[src/rtl/bitmap_wnd_wr.sv]
// Sliding-window bitmap: single-bit set/clear writes, a chunked scan that
// counts contiguous ones from bit 0, and an optional slide that shifts the
// counted ones out of the window once the scan finishes.
module bitmap_wnd_wr #(
  parameter int VECT_WIDTH     = 64,
  parameter int VECT_IND_WIDTH = 6,
  parameter int SCAN_WIDTH     = 8
) (
  input  logic                      clk,
  input  logic                      rst,
  input  logic                      set_val_in,
  input  logic [VECT_IND_WIDTH-1:0] set_ind_in,
  input  logic                      clr_val_in,
  input  logic [VECT_IND_WIDTH-1:0] clr_ind_in,
  input  logic                      scan_req_in,
  input  logic                      slide_in,
  output logic                      req_rdy_out,
  output logic [VECT_WIDTH-1:0]     vect_out,
  output logic                      run_val_out,
  output logic [VECT_IND_WIDTH:0]   run_len_out
);

  localparam int NCHUNK = VECT_WIDTH / SCAN_WIDTH;
  localparam int KW     = (NCHUNK > 1) ? $clog2(NCHUNK) : 1;
  localparam int CW     = VECT_IND_WIDTH + 1;

  localparam logic [1:0] IDLE = 2'd0;
  localparam logic [1:0] SCAN = 2'd1;
  localparam logic [1:0] DONE = 2'd2;

  logic [1:0]            state, state_nxt;
  logic [VECT_WIDTH-1:0] vect, vect_nxt;
  logic [KW-1:0]         k, k_nxt;
  logic [CW-1:0]         cnt, cnt_nxt;
  logic                  slide, slide_nxt;
  logic                  run_val, run_val_nxt;
  logic [CW-1:0]         run_len, run_len_nxt;
  logic [SCAN_WIDTH-1:0] chunk;
  logic [CW-1:0]         tail_ones;
  logic                  tail_run;

  // Select the chunk under the scan pointer.
  always_comb begin
    chunk = vect[int'(k)*SCAN_WIDTH +: SCAN_WIDTH];
  end

  // Count trailing ones of the current chunk (equals SCAN_WIDTH when full).
  always_comb begin
    tail_ones = '0;
    tail_run  = 1'b1;
    for (int i = 0; i < SCAN_WIDTH; i++) begin
      if (tail_run && chunk[i]) begin
        tail_ones = tail_ones + CW'(1);
      end else begin
        tail_run = 1'b0;
      end
    end
  end

  // Next-state logic for the FSM, bitmap, scan pointer and result.
  always_comb begin
    state_nxt   = state;
    vect_nxt    = vect;
    k_nxt       = k;
    cnt_nxt     = cnt;
    slide_nxt   = slide;
    run_val_nxt = 1'b0;
    run_len_nxt = run_len;
    case (state)
      IDLE: begin
        // Clear first so a same-index set wins.
        if (clr_val_in && (int'(clr_ind_in) < VECT_WIDTH)) begin
          vect_nxt[clr_ind_in] = 1'b0;
        end
        if (set_val_in && (int'(set_ind_in) < VECT_WIDTH)) begin
          vect_nxt[set_ind_in] = 1'b1;
        end
        if (scan_req_in) begin
          slide_nxt = slide_in;
          k_nxt     = '0;
          cnt_nxt   = '0;
          state_nxt = SCAN;
        end
      end
      SCAN: begin
        cnt_nxt = cnt + tail_ones;
        if ((&chunk) && (k != KW'(NCHUNK - 1))) begin
          k_nxt = k + KW'(1);
        end else begin
          // Partial chunk or last full chunk: the run ends here.
          state_nxt   = DONE;
          run_val_nxt = 1'b1;
          run_len_nxt = cnt + tail_ones;
        end
      end
      DONE: begin
        if (slide) begin
          vect_nxt = vect >> cnt;
        end
        state_nxt = IDLE;
      end
      default: state_nxt = IDLE;
    endcase
  end

  // State registers with asynchronous reset.
  always_ff @(posedge clk or posedge rst) begin
    if (rst) begin
      state   <= IDLE;
      vect    <= '0;
      k       <= '0;
      cnt     <= '0;
      slide   <= 1'b0;
      run_val <= 1'b0;
      run_len <= '0;
    end else begin
      state   <= state_nxt;
      vect    <= vect_nxt;
      k       <= k_nxt;
      cnt     <= cnt_nxt;
      slide   <= slide_nxt;
      run_val <= run_val_nxt;
      run_len <= run_len_nxt;
    end
  end

  assign req_rdy_out = (state == IDLE);
  assign vect_out    = vect;
  assign run_val_out = run_val;
  assign run_len_out = run_len;

endmodule
[config.mk]
export PLATFORM = sky130hd
export DESIGN_NAME = bitmap_wnd_wr
export DESIGN_NICKNAME = d
export VERILOG_FILES = /design/src/rtl/bitmap_wnd_wr.sv
export SDC_FILE = /design/constraint.sdc
export NUM_CORES = 1
export LEC_CHECK = 0
export BUFFER_PORTS_ARGS = -buffer_cell sky130_fd_sc_hd__buf_2
export CORE_AREA = 3 3 186 188
export DETAILED_ROUTE_END_ITERATION = 12
export DIE_AREA = 0 0 189 191
export GPL_ROUTABILITY_DRIVEN = 0
export GPL_TIMING_DRIVEN = 0
export PLACE_DENSITY = 0.47
export SETUP_SLACK_MARGIN = 0.15
export SLEW_MARGIN = 20
export SYNTH_ARGS = -nofsm -noshare
export SYNTH_HDL_FRONTEND = slang
export SYNTH_SLANG_ARGS = --single-unit
[constraint.sdc]
create_clock -name clk -period 11.43 [get_ports clk]
set_input_delay 1.143 -clock clk [delete_from_list [all_inputs] [get_ports clk]]
set_output_delay 1.143 -clock clk [all_outputs]
set_load 0.005 [all_outputs]
==> impl_summary.md <==
Route
The total via count after detailed routing is approximately 11000. The final layout contains routed wiring with a total length of 52820 um. Dividing the detail-routed via count by the number of cells gives 6.500. The post-detailed-route count of antenna-violating nets is 0. The number of remaining DRC errors is 0.

After detailed routing, the average wire length per cell comes to 31.20 um. The first routing iteration left 1686 violations. The pre-antenna-repair detailed-routing pass consisted of 6 iterations.

Logic synthesis
In the synthesized netlist, the number of instances is 1143. The post-synthesis cell type count is 65. Synthesis inferred 85 register bits. In this run the mean area of a mapped cell was 8.641 sq um. The dominant synthesized flop cell is dfrtp_1.

After synthesis the cells add up to 9877 sq um. Counting every net in the synthesized netlist gives between 1000 and 1500. In this run, synthesis inferred 0 flip-flops with an integrated enable. After synthesis, the share of flip-flops with an asynchronous set or reset is 1.000. The sequential fraction of the synthesis area is 0.2154.

Yosys printed 0 warnings.

Die
The die footprint is about 36000 sq um. In this run the standard cell core region covers roughly 33000 sq um. The die is about 190 um tall. In this run the horizontal extent of the chip is 189 um. The top-level I/O count is 91.

The starting utilization of the core area is 0.2968. The floorplan has 67 rows.

Power and ir drop
For this design the static power due to leakage is 4.259 nW. Of the total power, the share spent switching nets is 0.5710. Across the VDD grid, the largest voltage drop is ~0.00012 V.

The clock power share is 0.085. The internal power of the cells is 1.735 mW. The share of total power in combinational logic is 0.697. The net switching component of the power is 2.308 mW. In this run the power density over the cells is 360.3 nW/um^2. The sequential fraction of design power is 0.219.

STA
Setup repair after global routing left no endpoint under its margin. The max-slew violation count came to 0. The worst hold margin is 494.6 ps. The post-route clock period utilization is 0.5646. Setup violations remaining at the end of the flow were counted as 0. The number of hold violations in the final report is 0.

The slew of the pin with the lowest slew margin is between 1000 and 1500 ps. The worst slew margin relative to its limit is 0.07214. The worst setup skew after layout is 11.52 ps. The total negative setup slack is 0 ps. The post-layout minimum cycle time is 6454 ps. The maximum achievable frequency is approximately 150 MHz.

Place
The number of port buffers is between 80 and 90. The wire-length estimate of the detail-placed layout is 40230 um.

Clock tree
After clock tree synthesis, the clock-pin slew on the worst setup and hold paths is approximately 70 ps. The quantity of hold-fixing buffers added after cts is 0. In this run the clock root is driven by a clkbuf_16. Clock latency on the worst-skew pair, taken at its later pin, is 370 ps. The number of post-CTS setup repair buffers is 0. For this design, the sink count on the clock tree is 85. TritonCTS built the clock tree. The total clock buffers created by CTS is 9. Counting along the longest clock path gives a buffer depth of 2. The maximum level of the CTS H-tree is 3. The number of gates resized after CTS is 0.

Flow run
Max-cap violations in this run came to 0.

Global routing
The number of global-route vias before repair is 10570. The aggregate global routing overflow is 0. The total global routing track utilization is 0.2864. The wire length of the first global-routing pass is between 70000 and 80000 um. The number of antenna violations at the first check in global routing came to 0. Entering global routing, the biggest net connects 49 pins.

Setup path
The worst setup path is captured at a flip-flop. The highest fanout seen on the critical path is 10. The logic depth of the worst register-to-register path is 27.

At the worst endpoint, the arrival time is 6710 ps. The setup path with the least slack is of type flip-flop to flip-flop. The reg-to-reg endpoint is run_len_out[5]$_DFFE_PP0P_.

The required time at the worst-slack endpoint is 11680 ps. In this run the register-to-register setup slack is 4980 ps. STA classifies the critical path startpoint as a flip-flop.

The start of the worst register-to-register path is k[1]$_DFFE_PP0P_.

Worst hold path
The type of the worst min-delay path is flip-flop to flip-flop. The instance count along the most critical hold path is 1. The sink of the worst hold path is run_len_out[6]$_DFFE_PP0P_.

In this run the most critical hold path is launched from run_len_out[6]$_DFFE_PP0P_.

Cells and area
The share of cells above drive strength 1 is 0.2018. Compared with the post-synthesis result, the final layout area differs by 13.59%. The number of nets at the end of the flow is 1271.

Outcome
The run finished with clean final reports.
[area by class of cell]
type                            count  area [sq um]
Multi-Input combinational cell    939          7209
Sequential cell                    85          2127
Timing Repair Buffer               85         447.9
Clock inverter                      4         80.08
Fill cell                        3587         22060
Tap cell                          448         560.5
Inverter                           23         91.34
Clock buffer                       12         246.5
Buffer                             96         454.2
Antenna cell                        1         2.502
[cell families (layout without fill, tap and decap cells)]
kind of cell,after synthesis,in the layout,share of synthesized area
flops,85,85,0.2154
other cells,1,2,0.0003797
compound gates,364,364,0.2235
buf+inv,119,220,0.05472
simple gates,344,344,0.1544
xor+xnor,10,10,0.01026
fa+ha+maj,14,14,0.01850
mux,206,206,0.3229
[routing by layer]
layer	part of all wire	up-vias	GRT usage	wire [um]
li1	-	4524	-	-
met1	0.37	5394	0.3512	19520
met2	0.44	848	0.4520	23300
met3	0.11	239	0.06767	5781
met4	0.080	0	0.1850	4220
met5	0	-	0	0
[placed cells by master (no fill, tap or decap), drive strengths merged, types with 11 or more instances in the layout]
master / n
a221oi: 34
o21ai: 156
a21oi: 84
ha: 13
mux4: 80
inv: 23
mux2: 50
nor3: 11
clkbuf: 72
a22oi: 19
nand2: 135
nand3: 24
dfrtp: 85
o21a: 12
nor2: 114
mux2i: 76
buf: 121
[flip-flops by register name, summed over array words and instances (netlist names)]
name / cells
cnt: 7
k: 3
run_len_out: 7
run_val_out: 1
slide: 1
state: 2
vect_out: 64
[cell usage after synthesis, drive strengths merged, types with 5 or more instances]
| cell type | instances | area share |
|---|---|---|
| or3 | 8 | 0.0051 |
| o21a | 12 | 0.0091 |
| nand4 | 5 | 0.0032 |
| inv | 22 | 0.0084 |
| clkbuf | 60 | 0.023 |
| mux4 | 80 | 0.19 |
| buf | 36 | 0.023 |
| and2 | 7 | 0.0044 |
| nand2 | 135 | 0.052 |
| mux2i | 76 | 0.077 |
| mux2 | 50 | 0.057 |
| nor3 | 11 | 0.0061 |
| a31oi | 9 | 0.0057 |
| a22oi | 19 | 0.014 |
| nor2 | 114 | 0.043 |
| dfrtp | 85 | 0.22 |
| nor2b | 10 | 0.0063 |
| xnor2 | 7 | 0.0062 |
| a21oi | 84 | 0.043 |
| nand3b | 6 | 0.0046 |
| o221ai | 8 | 0.0071 |
| nand2b | 10 | 0.0063 |
| a21o | 5 | 0.0038 |
| a221oi | 34 | 0.031 |
| nand3 | 24 | 0.012 |
| o21ai | 156 | 0.079 |
| ha | 13 | 0.016 |
| o22ai | 10 | 0.0070 |
[critical path, cell delays in order (launching register included)]
cell	delay, ps
dfrtp_1	350
buf_2	210
buf_4	230
buf_2	310
mux4_2	400
mux2i_1	230
a21boi_0	140
ha_1	320
inv_1	60
a21oi_1	60
ha_1	300
mux2i_1	240
a21oi_1	140
ha_1	340
mux2_2	270
ha_1	290
mux2i_1	220
mux2_2	210
a21oi_2	70
ha_1	320
mux2_1	300
ha_1	280
a21o_1	180
a21oi_1	220
o21bai_1	90
a21oi_1	190
xnor2_1	110
mux2_2	260
[per-stage QoR]
step,total power [mW],cell area [sq um],setup slack [ps],util,cells
floorplan,2.388,9877,5800,-,1143
global placement,3.561,10860,5068,0.3263,1675
detailed placement,3.563,10890,5063,0.3272,1676
CTS,3.922,11220,5026,0.3370,1692
global route,4.181,11220,4589,0.3370,1692
finish,4.043,11220,4976,0.3371,1693
[how the worst max path moves through the flow]
stage / start / to / slack, ps / cells after the start
6_report: k[1]$_DFFE_PP0P_ / run_len_out[5]$_DFFE_PP0P_ / 4980 / 27
5_1_grt: k[1]$_DFFE_PP0P_ / run_len_out[6]$_DFFE_PP0P_ / 4590 / 27
4_1_cts: k[1]$_DFFE_PP0P_ / run_len_out[5]$_DFFE_PP0P_ / 5030 / 27
3_5_place_dp: k[1]$_DFFE_PP0P_ / run_len_out[5]$_DFFE_PP0P_ / 5060 / 27
3_3_place_gp: k[1]$_DFFE_PP0P_ / run_len_out[5]$_DFFE_PP0P_ / 5070 / 27
2_1_floorplan: k[1]$_DFFE_PP0P_ / run_len_out[5]$_DFFE_PP0P_ / 5800 / 27
[power groups by stage]
stage          logic, mW  registers (mW)  clock network [mW]
3_3_place_gp        2.70           0.861                   0
3_5_place_dp        2.69           0.868                   0
6_report            2.82           0.884               0.343
4_1_cts             2.71           0.860               0.350
2_1_floorplan       1.78           0.610                   0
5_1_grt             2.94           0.881               0.358
Power figures use the tool's default switching activity.
